`src/rtl/uart_cmd_pkg.sv`:
```
// Shared constants for the UART register-access command responder:
// frame sync bytes, command and status codes, and the FSM state encoding.
package uart_cmd_pkg;

  localparam logic [7:0] SYNC_BYTE  = 8'hA5;
  localparam logic [7:0] RSYNC_BYTE = 8'h5A;

  localparam logic [7:0] CMD_WRITE = 8'h01;
  localparam logic [7:0] CMD_READ  = 8'h02;

  localparam logic [7:0] STATUS_OK      = 8'h00;
  localparam logic [7:0] STATUS_BAD_CHK = 8'h01;
  localparam logic [7:0] STATUS_BAD_CMD = 8'h02;
  localparam logic [7:0] STATUS_TIMEOUT = 8'h03;

  typedef enum logic [2:0] {
    ST_IDLE = 3'd0,
    ST_CMD  = 3'd1,
    ST_ADDR = 3'd2,
    ST_DATA = 3'd3,
    ST_CHK  = 3'd4,
    ST_BUS  = 3'd5,
    ST_RESP = 3'd6
  } state_e;

endpackage

```
`src/rtl/uart_cmd_timeout.sv`:
```
// Loadable down-counter; expired_c pulses on an enabled cycle once the count
// has run down to zero.
module uart_cmd_timeout #(
  parameter int unsigned WIDTH = 8
) (
  input  logic             clk,
  input  logic             rstb,
  input  logic             load,
  input  logic [WIDTH-1:0] load_value,
  input  logic             en,
  output logic             expired_c
);

  logic [WIDTH-1:0] count_q;

  always_ff @(posedge clk or negedge rstb) begin
    if (!rstb) begin
      count_q <= '0;
    end else if (load) begin
      count_q <= load_value;
    end else if (en && (count_q != '0)) begin
      count_q <= count_q - WIDTH'(1);
    end
  end

  assign expired_c = en && !load && (count_q == '0);

endmodule

```
`src/rtl/uart_cmd_responder.sv`:
```
// Parses register read/write frames from the UART RX buffer, runs them on the
// register bus and streams a response frame into the UART TX buffer.
module uart_cmd_responder
  import uart_cmd_pkg::*;
#(
  parameter int unsigned BITLEN       = 8,
  parameter int unsigned ADDR_WIDTH   = 8,
  parameter int unsigned DATA_WIDTH   = 32,
  parameter int unsigned ACK_TIMEOUT  = 1024,
  parameter int unsigned IDLE_TIMEOUT = 100_000
) (
  input  logic                  clk,
  input  logic                  rstb,
  input  logic [BITLEN-1:0]     rx_data,
  input  logic                  rx_empty,
  output logic                  rx_read,
  output logic [BITLEN-1:0]     tx_data,
  output logic                  tx_write,
  input  logic                  tx_full,
  output logic [ADDR_WIDTH-1:0] reg_addr,
  output logic [DATA_WIDTH-1:0] reg_wdata,
  output logic                  reg_wr,
  output logic                  reg_rd,
  input  logic [DATA_WIDTH-1:0] reg_rdata,
  input  logic                  reg_ack,
  output logic                  busy
);

  localparam int unsigned DATA_BYTES = DATA_WIDTH / BITLEN;
  localparam int unsigned RESP_BYTES = DATA_BYTES + 3;
  localparam int unsigned RESP_W     = RESP_BYTES * BITLEN;
  localparam int unsigned CNT_W      = $clog2(DATA_BYTES + 1);
  localparam int unsigned LEN_W      = $clog2(RESP_BYTES + 1);
  localparam int unsigned IDLE_W     = $clog2(IDLE_TIMEOUT + 1);
  localparam int unsigned ACK_W      = $clog2(ACK_TIMEOUT + 1);

  state_e                state_q, state_d;
  logic [BITLEN-1:0]     chk_q, chk_d;
  logic [CNT_W-1:0]      cnt_q, cnt_d;
  logic                  is_write_q, is_write_d;
  logic [ADDR_WIDTH-1:0] addr_q, addr_d;
  logic [DATA_WIDTH-1:0] wdata_q, wdata_d;
  logic                  wr_q, wr_d;
  logic                  rd_q, rd_d;
  logic [RESP_W-1:0]     resp_q, resp_d;
  logic [LEN_W-1:0]      left_q, left_d;
  logic                  run_q;

  logic                  rx_state_c;
  logic                  frame_state_c;
  logic                  idle_en_c;
  logic                  idle_exp_c;
  logic                  ack_load_c;
  logic                  ack_en_c;
  logic                  ack_exp_c;
  logic [BITLEN-1:0]     rdata_xor_c;

  // Error and write-OK responses: sync, status, status as checksum
  function automatic logic [RESP_W-1:0] short_resp(input logic [7:0] status);
    return {RSYNC_BYTE, status, status, {(RESP_W - 24){1'b0}}};
  endfunction

  always_comb begin
    rdata_xor_c = STATUS_OK;
    for (int i = 0; i < DATA_BYTES; i++) begin
      rdata_xor_c = rdata_xor_c ^ reg_rdata[i*BITLEN +: BITLEN];
    end
  end

  assign rx_state_c    = (state_q == ST_IDLE) || (state_q == ST_CMD) ||
                         (state_q == ST_ADDR) || (state_q == ST_DATA) ||
                         (state_q == ST_CHK);
  assign frame_state_c = rx_state_c && (state_q != ST_IDLE);

  uart_cmd_timeout #(.WIDTH(IDLE_W)) u_idle_timeout (
    .clk        (clk),
    .rstb       (rstb),
    .load       (rx_read),
    .load_value (IDLE_W'(IDLE_TIMEOUT - 1)),
    .en         (idle_en_c),
    .expired_c  (idle_exp_c)
  );

  uart_cmd_timeout #(.WIDTH(ACK_W)) u_ack_timeout (
    .clk        (clk),
    .rstb       (rstb),
    .load       (ack_load_c),
    .load_value (ACK_W'(ACK_TIMEOUT)),
    .en         (ack_en_c),
    .expired_c  (ack_exp_c)
  );

  // State and datapath registers; run_q keeps rx_read low while reset is held
  always_ff @(posedge clk or negedge rstb) begin
    if (!rstb) begin
      state_q    <= ST_IDLE;
      chk_q      <= '0;
      cnt_q      <= '0;
      is_write_q <= 1'b0;
      addr_q     <= '0;
      wdata_q    <= '0;
      wr_q       <= 1'b0;
      rd_q       <= 1'b0;
      resp_q     <= '0;
      left_q     <= '0;
      run_q      <= 1'b0;
    end else begin
      state_q    <= state_d;
      chk_q      <= chk_d;
      cnt_q      <= cnt_d;
      is_write_q <= is_write_d;
      addr_q     <= addr_d;
      wdata_q    <= wdata_d;
      wr_q       <= wr_d;
      rd_q       <= rd_d;
      resp_q     <= resp_d;
      left_q     <= left_d;
      run_q      <= 1'b1;
    end
  end

  // Parser, bus sequencer and response serializer
  always_comb begin
    state_d    = state_q;
    chk_d      = chk_q;
    cnt_d      = cnt_q;
    is_write_d = is_write_q;
    addr_d     = addr_q;
    wdata_d    = wdata_q;
    wr_d       = 1'b0;
    rd_d       = 1'b0;
    resp_d     = resp_q;
    left_d     = left_q;
    rx_read    = 1'b0;
    tx_write   = 1'b0;
    idle_en_c  = 1'b0;
    ack_load_c = 1'b0;
    ack_en_c   = 1'b0;

    if (run_q && rx_state_c && !rx_empty) begin
      rx_read = 1'b1;
    end
    if (frame_state_c && rx_empty) begin
      idle_en_c = 1'b1;
    end

    case (state_q)
      ST_IDLE: begin
        if (rx_read && (rx_data == SYNC_BYTE)) begin
          state_d = ST_CMD;
          chk_d   = '0;
          cnt_d   = '0;
        end
      end
      ST_CMD: begin
        if (rx_read) begin
          chk_d = chk_q ^ rx_data;
          if (rx_data == CMD_WRITE) begin
            is_write_d = 1'b1;
            state_d    = ST_ADDR;
          end else if (rx_data == CMD_READ) begin
            is_write_d = 1'b0;
            state_d    = ST_ADDR;
          end else begin
            resp_d  = short_resp(STATUS_BAD_CMD);
            left_d  = LEN_W'(3);
            state_d = ST_RESP;
          end
        end
      end
      ST_ADDR: begin
        if (rx_read) begin
          chk_d   = chk_q ^ rx_data;
          addr_d  = ADDR_WIDTH'(rx_data);
          state_d = is_write_q ? ST_DATA : ST_CHK;
        end
      end
      ST_DATA: begin
        if (rx_read) begin
          chk_d   = chk_q ^ rx_data;
          wdata_d = {wdata_q[DATA_WIDTH-BITLEN-1:0], rx_data};
          cnt_d   = cnt_q + CNT_W'(1);
          if (cnt_q == CNT_W'(DATA_BYTES - 1)) begin
            state_d = ST_CHK;
          end
        end
      end
      ST_CHK: begin
        if (rx_read) begin
          if (rx_data == chk_q) begin
            wr_d       = is_write_q;
            rd_d       = !is_write_q;
            ack_load_c = 1'b1;
            state_d    = ST_BUS;
          end else begin
            resp_d  = short_resp(STATUS_BAD_CHK);
            left_d  = LEN_W'(3);
            state_d = ST_RESP;
          end
        end
      end
      ST_BUS: begin
        ack_en_c = 1'b1;
        if (reg_ack) begin
          if (is_write_q) begin
            resp_d = short_resp(STATUS_OK);
            left_d = LEN_W'(3);
          end else begin
            resp_d = {RSYNC_BYTE, STATUS_OK, reg_rdata, rdata_xor_c};
            left_d = LEN_W'(RESP_BYTES);
          end
          state_d = ST_RESP;
        end else if (ack_exp_c) begin
          resp_d  = short_resp(STATUS_TIMEOUT);
          left_d  = LEN_W'(3);
          state_d = ST_RESP;
        end
      end
      ST_RESP: begin
        if (!tx_full) begin
          tx_write = 1'b1;
          resp_d   = {resp_q[RESP_W-BITLEN-1:0], {BITLEN{1'b0}}};
          left_d   = left_q - LEN_W'(1);
          if (left_q == LEN_W'(1)) begin
            state_d = ST_IDLE;
          end
        end
      end
      default: begin
        state_d = ST_IDLE;
      end
    endcase

    // Abandon a stalled frame silently
    if (idle_exp_c) begin
      state_d = ST_IDLE;
    end
  end

  assign tx_data   = resp_q[RESP_W-1 -: BITLEN];
  assign reg_addr  = addr_q;
  assign reg_wdata = wdata_q;
  assign reg_wr    = wr_q;
  assign reg_rd    = rd_q;
  assign busy      = (state_q != ST_IDLE);

endmodule

```
`config.mk`:
```
export PLATFORM = sky130hd
export DESIGN_NAME = uart_cmd_responder
export DESIGN_NICKNAME = d
export VERILOG_FILES = /design/src/rtl/uart_cmd_pkg.sv /design/src/rtl/uart_cmd_timeout.sv /design/src/rtl/uart_cmd_responder.sv
export SDC_FILE = /design/constraint.sdc
export NUM_CORES = 1
export LEC_CHECK = 0
export ABC_AREA = 1
export CAP_MARGIN = 40
export CORE_MARGIN = 1.5
export CORE_UTILIZATION = 55
export DETAILED_ROUTE_END_ITERATION = 7
export PLACE_DENSITY = 0.87
export SYNTH_ARGS = -nofsm -noshare
export SYNTH_HDL_FRONTEND = slang
export SYNTH_SLANG_ARGS = --single-unit
```
`constraint.sdc`:
```
create_clock -name clk -period 2.16 [get_ports clk]
set_input_delay 0.432 -clock clk [delete_from_list [all_inputs] [get_ports clk]]
set_output_delay 0.432 -clock clk [all_outputs]
set_load 0.03 [all_outputs]
```
# Word-level counts from Yosys, hierarchy flattened
# Index checks and enable logic that the tools add are counted.
totals:
  reg_bits: 145
  inputBits: 45
  out_inout_bits: 53
  word_cells: 153
classes:
  add_sub_neg: 4
  n_eq_ne: 31
  mux: 62
  bitwise_logic: 4
  reduce_logical: 39
ops:
  columns: ["cell", "n"]
  rows:
  - ["56-bit two-way mux", 8]
  - ["56-bit case mux with 4 select lines", 1]
  - ["3-bit two-way mux", 25]
  - ["40-bit two-way mux", 1]
  - ["17-bit two-way mux", 2]
  - ["8-bit XOR", 4]
  - ["11-bit two-way mux", 2]
  - ["3-bit case mux with 7 select lines", 1]
  - ["3-bit by 2-bit inequality test with 1-bit output (second input constant)", 6]
  - ["17-bit logical NOT", 1]
  - ["17-bit nonzero test", 1]
  - ["17-bit by 1-bit subtractor with 17-bit output (second input constant)", 1]
  - ["1-bit two-way mux", 16]
  - ["8-bit two-way mux", 2]
  - ["8-bit case mux with 2 select lines", 1]
  - ["3-bit case mux with 4 select lines", 1]
  - ["1-bit logical AND", 11]
  - ["11-bit logical NOT", 1]
  - ["11-bit nonzero test", 1]
  - ["11-bit by 1-bit subtractor with 11-bit output (second input constant)", 1]
  - ["2-bit by 1-bit inequality test with 1-bit output (second input constant)", 5]
  - ["2-bit nonzero test", 5]
  - ["3-bit by 2-bit == test with 1-bit output (second input constant)", 3]
  - ["3-bit == test (second input constant)", 3]
  - ["22 further kinds", 37]

# Logic depth before layout (Yosys ltp)
depth:
  depth_word: 17
  ltp_mapped: 13
  mapped_depth_nobuf: 11

# Cells and area by module
# Synthesis repeated with hierarchy kept, for this count alone.
unflattened:
  hier_cells: 1128
  hier_area_um2: 8215.4
by_module_without_submodules:
  columns: ["module", "instances", "cells_each", "area_per_inst_um2", "seq_area_each_um2"]
  rows:
  - ["uart_cmd_responder", 1, 801, 6057.1, 2927.8]
  - ["uart_cmd_timeout at u_idle_timeout", 1, 200, 1313.8, 425.4]
  - ["uart_cmd_timeout at u_ack_timeout", 1, 127, 844.6, 275.3]

# Worst setup path after synthesis
# OpenSTA, ideal clock, no wires.
synth_timing:
  path_kind: "register -> output"
  startpoint: "register state_q[0]"
  endpoint: "output tx_write"
  arrival_ns: 1.499
  required_ns: 1.728
  path_slack_ns: 0.229
  stages_incl_launch_ff: 7
  n_path_buf: 3
  cell_sequence: "dfrtp_1 -> buf_4 -> nor2_1 -> buf_2 -> inv_1 -> clkbuf_1 -> nor2_1"
synth_via:
  elab_chain_len: 2
synth_lines:
  columns: ["item", "line", "text"]
  rows:
  - ["start, declared", "uart_cmd_responder.sv:37", "state_e state_q, state_d;"]
  - ["start signal, assigned", "uart_cmd_responder.sv:108", "state_q <= state_d;"]
  - ["3-bit == test", "uart_cmd_responder.sv:147", "case (state_q)"]
  - ["1-bit two-way mux", "uart_cmd_responder.sv:147", null]
  - ["end, declared", "uart_cmd_responder.sv:18", "output logic tx_write,"]
# No other way between the ends.

# Worst setup path after layout
layout_timing:
  startpoint: "register state_q[1]"
  endpoint: "output busy"
layout_via:
  elab_chain_len: 1
layout_lines:
  columns: ["item", "line", "text"]
  rows:
  - ["3-bit nonzero test", "uart_cmd_responder.sv:245", "assign busy = (state_q != ST_IDLE);"]
  - ["end, declared", "uart_cmd_responder.sv:26", "output logic busy"]
# No other way between the ends.

==> results.yml <==
outcome:
  status: "finished, final reports clean"
worst_hold_path:
  worstHoldPathType: "flip-flop to flip-flop"
  hp-start: "resp_q[47]"
detailed_routing:
  wl_mm: 17.4
  ant_nets: 0
  drtIter0Drc: 697
  wire_per_inst_um: 13.5
  vias: 6611
  via_per_inst: 5.15
  drc: 0
  first_pass_iters: 5
global_route:
  grt.total_usage: 0.265
  grt_max_degree: 57
  grt_pass1_vias: 6476
  overflow: 0
  grt_pass1_wl_mm: 30.1
  antenna_found_initial: 0
yosys:
  yosys_warnings: 0
  syn_area_um2: 7390
  synth_ff_type: "dfrtp_1"
  synth_area_leaders: "dfrtp_1, nand2_1, inv_1"
  synth-edff-count: 0
  ys_seq_area_frac: 0.491
  synth_cells: 953
  ys_ff_latch: 145
  synthArstFlopShare: 1.00
  avgSynthCellArea_um2: 7.75
  synth_area_leader_cell: "dfrtp_1"
  synth_top_cell_area_share: 0.491
  ys_types: 33
  syn-num-nets: 1004
clock_tree:
  clk_latency_ps: 420
  clockRootBuffer: "clkbuf_16"
  cts_made_buffers: 17
  path_clk_slew_ps: 60
  htreeDepth: 4
  clk_path_buf_depth: 2
  tritoncts: "yes"
  cts_sinks: 145
final_layout:
  register_area_um2: 3630
  antenna_cells: 0
  area_delta_synth_final_pct: 28.4
  multi_input_area_um2: 3160
  fillers: 919
  post-route-util: 0.719
  layout.nets: 1146
  drive_above_1_share: 0.116
timing:
  setup_violations: 0
  max_freq_ghz: 0.479
  finalCritPeriodShare: 0.968
  hold_viol_final: 0
  timing.final.crit_period_ps: 2090
  slew_headroom: 0.566
  final.setup_skew_ps: 11.2
  worst_pin_slew_ps: 651
  drv_slew: 0
worst_setup_path:
  crit_chain: "buf_4 > nor2_2 > buf_4 > nand2_2 > dlygate4sd2_1"
  crit_top_cell: "buf_4"
  cp-start-kind: "flip-flop"
  crit_start: "state_q[1]"
  reg2reg_slack_ps: 250
  cp_slowest_stage_delay_ps: 440
  worst_setup_path_end_kind: "primary output"
  r2r_start: "u_ack_timeout.count_q[1]"
  cp_slowest_cell: "dfrtp_2"
  critPathRequiredTime_ps: 1730
  crit_arrival_ps: 1660
  crit_type: "flip-flop to primary output"
  crit_fanout: 5
placed_design:
  io_buffers: 97
  gp_congestion: 0.875
  hpwl_mm: 11.7
floorplanning:
  fp.dieW_um: 119
  fp.dieH_um: 119
  io_pins: 98
  floorplan.die_area_um2: 14100
  initial_utilization: 0.560
  num_rows: 42
  coreArea_um2: 13200
pwr:
  peakVddDrop_uv: 934
  cellPowerDensity_nw_per_um2: 1210
  p_leak_uw: 0.00476
  finalPower_uw: 11500
run:
  cap_viol_max_count: 0
## cell usage in the layout (no fill, tap or decap), types with 6 or more instances in the layout
| cell type | netlist | final |
|---|---|---|
| a21oi_1 | 9 | 9 |
| a22o_1 | 28 | 28 |
| buf_12 | 0 | 7 |
| buf_4 | 13 | 60 |
| clkbuf_16 | 0 | 17 |
| clkdlybuf4s50_1 | 0 | 93 |
| dfrtp_1 | 145 | 144 |
| ha_1 | 6 | 6 |
| inv_1 | 83 | 83 |
| inv_2 | 6 | 6 |
| nand2_1 | 383 | 382 |
| nand3_1 | 39 | 39 |
| nand4_1 | 10 | 10 |
| nor2_1 | 75 | 74 |
| nor3_1 | 7 | 7 |
| o21ai_0 | 55 | 55 |
| o21ai_1 | 8 | 8 |
| or2_2 | 9 | 9 |
| xnor2_1 | 19 | 19 |
| xor2_1 | 9 | 9 |
## stage by stage
| stage | TNS (ps) | cells | cell area, um^2 | setup WS, ps | hold slack [ps] |
|---|---|---|---|---|---|
| 3_5_place_dp | -4500 | 1246 | 8850 | -117 | 434 |
| 6_report | 0 | 1284 | 9490 | 70.2 | 477 |
| 5_1_grt | -12.4 | 1284 | 9490 | -12.4 | 496 |
| 4_1_cts | 0 | 1279 | 9450 | 58.9 | 479 |
| 3_3_place_gp | -21090 | 1245 | 8830 | -432 | 433 |
| 2_1_floorplan | 0 | 953 | 7390 | 229 | 136 |
## sequential cells by signal, summed over array words and instances (netlist names), 3 cells and up
name,flops
u_ack_timeout.count_q,11
reg_wdata,32
resp_q,56
cnt_q,3
left_q,3
state_q,3
u_idle_timeout.count_q,17
chk_q,8
reg_addr,8
## critical path: cells and delay by family (launching register included)
kind | cells | cell delay [ps]
buffers and inverters | 3 | 640
DFF | 1 | 440
and+or+nand+nor | 2 | 150
## cell type report
class	count	share of cell area
Clock inverter	15	0.0165
Multi-Input combinational cell	678	0.334
Tap cell	176	0.0232
Timing Repair Buffer	163	0.164
Clock buffer	17	0.0448
Sequential cell	145	0.383
Inverter	90	0.0356
## kinds of logic (layout without fill, tap and decap cells)
group / count (synthesis) / count (layout) / share of synthesized area
AND/OR/NAND/NOR: 537 / 537 / 0.296
AO/OA/AOI/OAI: 106 / 106 / 0.0882
XOR/XNOR: 28 / 28 / 0.0332
buffers and inverters: 130 / 285 / 0.0811
adder cells (fa/ha/maj): 6 / 6 / 0.0102
other: 1 / 1 / 0.000508
flip-flops: 145 / 145 / 0.491
## synthesized netlist by cell type, types with 2 or more instances
cell type	n
nand2_1	383
dfrtp_1	145
inv_1	83
nor2_1	75
o21ai_0	55
nand3_1	39
a22o_1	28
xnor2_1	19
buf_4	13
clkbuf_1	11
nand4_1	10
a21oi_1	9
or2_2	9
xor2_1	9
buf_2	8
o21ai_1	8
buf_6	7
nor3_1	7
ha_1	6
inv_2	6
nand3_2	3
nand3b_1	3
nor2_2	3
o211ai_1	3
nand2_2	2
o31ai_1	2
## report_power, final
group / internal [uW] / total [uW] / switching [uW] / leakage (uW)
Sequential: 3310 / 3730 / 416 / 0.00185
Clock: 1710 / 2890 / 1180 / 0.000284
Combinational: 1910 / 4880 / 2970 / 0.00263
## repair_timing
item                       CTS  global route
buffers inserted             0             5
resized for setup            2             1
pin swaps                    0             1
setup endpoints to repair    2            41
hold endpoints to repair    52             0
gates cloned                 0             0
hold buffers                 1             0
## metal layers
metal  wire length, um  global-route usage  share of wire  vias to the layer above
li1                  -                   -              -                     3278
met1              7680               0.363           0.44                     3140
met2              8450               0.419           0.49                      157
met3               794              0.0546          0.046                       36
met4               427              0.0971          0.025                        0
met5                 0                   0              0                        -
## worst paths after layout
path | end | cells after the start
max in group asynchronous | resp_q[50] | 3
worst max register to register | resp_q[28] | 11
worst min register to register | resp_q[47] | 2
worst max-delay path | busy | 5
worst min-delay path | resp_q[47] | 2
min in group asynchronous | reg_wdata[21] | 2
Note: power is estimated with default switching activity, not from simulation.
==> RTL edit (same flow settings) <==
`addr_q` and `wdata_q` no longer have a reset.
--- a/src/rtl/uart_cmd_responder.sv
+++ b/src/rtl/uart_cmd_responder.sv
@@ -97,8 +97,6 @@
       chk_q      <= '0;
       cnt_q      <= '0;
       is_write_q <= 1'b0;
-      addr_q     <= '0;
-      wdata_q    <= '0;
       wr_q       <= 1'b0;
       rd_q       <= 1'b0;
       resp_q     <= '0;
@@ -109,14 +107,17 @@
       chk_q      <= chk_d;
       cnt_q      <= cnt_d;
       is_write_q <= is_write_d;
-      addr_q     <= addr_d;
-      wdata_q    <= wdata_d;
       wr_q       <= wr_d;
       rd_q       <= rd_d;
       resp_q     <= resp_d;
       left_q     <= left_d;
       run_q      <= 1'b1;
     end
+  end
+
+  always_ff @(posedge clk) begin
+    addr_q  <= addr_d;
+    wdata_q <= wdata_d;
   end
 
   // Parser, bus sequencer and response serializer
Function: changed (a bounded check fails within 10 cycles, from zero or initial values and one cycle with rstb low; the reset may be asserted at any time).
==> RTL edit against the original RTL <==
Sequential cell count stayed put; cell count fell by 8.6%; wire length increased by 0.56%; setup slack better by 0.018 ns; fmax is 0.85% higher; power is 4.6% lower; cell area decreased by 1.3%; synthesized area down 3.4%; highest routed layer unchanged.
==> RTL edit: results (changes against the original RTL) <==
[outcome]
status=finished, final reports clean

[hold_path]
whs_path_depth=0  ; -2
hold_path.class=reg -> reg
holdPathEnd=reg_wdata[15]
hold_start=reg_wdata[7]

[place]
port_buffers=97  ; unchanged
pre_cts_slack_ns=-0.364  ; -0.247 ns
placed_cell_area_mm2=0.00859  ; -3.0%
dp_hpwl_mm=11.4  ; -2.7%
place_congestion=0.891  ; +1.8%
post-place-cells=1135  ; -8.9%

[setup_path]
critPathMaxStageDelay_ns=0.42  ; -0.02 ns
critPathMaxFanout=9  ; +4
critical_path_arrival_ns=1.64  ; -0.02 ns
worstReg2RegEnd=resp_q[26]
cp-startpoint=state_q[2]
slowest_stage=dfrtp_2
crit_family=buffers and inverters
cp-endpoint=tx_write
reg2reg_from=u_ack_timeout.count_q[0]
ff2ff_setup_slack_ns=0.09  ; -0.16 ns

[global_routing]
grt_pass1_vias=5905  ; -8.8%
antenna_found_initial=0  ; unchanged
use_met2=0.455  ; +0.0364
use_met1=0.337  ; -0.0266
grt_use_met3=0.0541  ; -0.000530
grt_start_max_net_pins=45  ; -21%
grt_pass1_wl_mm=27.9  ; -7.3%
grt_util_all_layers=0.268  ; +0.00321

[finish]
largest_register_ffs=56  ; unchanged
largest-register=resp_q
drive_above_1_share=0.120  ; +0.00436
diodes=0  ; unchanged
layout.nets=1039  ; -9.3%

[timing]
fin_skew_ns=0.00619  ; -0.00496 ns
hold_ws_ns=0.446  ; -0.0318 ns
fin_crit_sh=0.959  ; -0.00815

[routing]
wl_mm=17.5  ; +0.56%
avgRoutedWirePerCell_um=14.9  ; +10%
drt_first_pass_iters=5  ; unchanged
vias=6205  ; -6.1%
first_iter_violations=656  ; -5.9%

[synth]
synthesis.nets=897  ; -11%
yosys-top-cells-area=dfrtp_1 (37%), edfxtp_1 (17%), nand2_1 (17%)
avgSynthCellArea_um2=8.44  ; +8.9%
synth-async-reset-ratio=0.724  ; -0.276
synth_warnings=0  ; unchanged
synth_edf_count=40  ; +40
ys_top_cells_by_count=nand2_1 (317), dfrtp_1 (105), inv_1 (76)
ys_seq_area_frac=0.536  ; +0.0452
synth.distinct_cells=31  ; -6.1%

[cts]
cts.clk_slew.worst_paths_ns=0.06  ; about the same
cts_buffers=17  ; unchanged
htreeDepth=4  ; unchanged
post_cts_buffers=2  ; +2

[power]
p_leak_uw=0.00441  ; -7.4%
vdd_drop_max_mv=0.671  ; -28%

## RTL edit: cell types whose count changed after synthesis, moves of 8 or more
cell	unedited run	this run
o21ai_1	8	0
dfrtp_1	145	105
edfxtp_1	0	40
o21ai_0	55	33
nand2_1	383	317
clkbuf_1	11	1
## RTL edit: area by class of cell
type | count | area, um^2
multi-input combinational | 585 | 2830
clock inverter | 11 | 185
sequential | 145 | 3830
fill | 852 | 3260
clock buffer | 21 | 460
inverter | 85 | 325
timing repair inverter | 1 | 5.00
timing repair buffer | 153 | 1510
tap | 172 | 215
## RTL edit: stage by stage
step | utilization | setup TNS [ns]
global placement | 0.679 | -29.02
finish | 0.742 | 0
detailed placement | 0.681 | -14.59
floorplan | - | 0
CTS | 0.735 | 0
global route | 0.742 | -0.0130
## RTL edit: routing by layer
| layer | wire length [um] | vias up |
|---|---|---|
| met5 | 0 | - |
| met4 | 424 | 0 |
| met3 | 992 | 39 |
| met2 | 8910 | 252 |
| met1 | 7130 | 2939 |
| li1 | - | 2975 |
## RTL edit: cells by family after synthesis
kind of cell | count (synthesis) | share of synthesized area
and+or+nand+nor | 466 | 0.266
DFF | 145 | 0.536
xor gates and xnor gates | 33 | 0.0405
adders and majority gates | 6 | 0.0105
other | 1 | 0.000525
buffers and inverters | 117 | 0.0745
AOI/OAI and AO/OA | 78 | 0.0719
## RTL edit: worst reg2reg max path, cell delays in order (launching register included)
cell     delay, ns
dfrtp_1       0.37
inv_1         0.08
ha_1          0.19
nand2_1       0.14
nor2_4        0.15
nand3_1       0.13
nand3_1       0.17
buf_4         0.15
nand4_4       0.17
buf_12        0.23
nand2_1       0.08
nand2_1       0.08
## RTL edit: where the power goes
group	leakage, uW	switching, uW	internal (uW)
clock	0.000314	1110	2100
sequential	0.00171	368	3340
combinational	0.00239	2460	1590
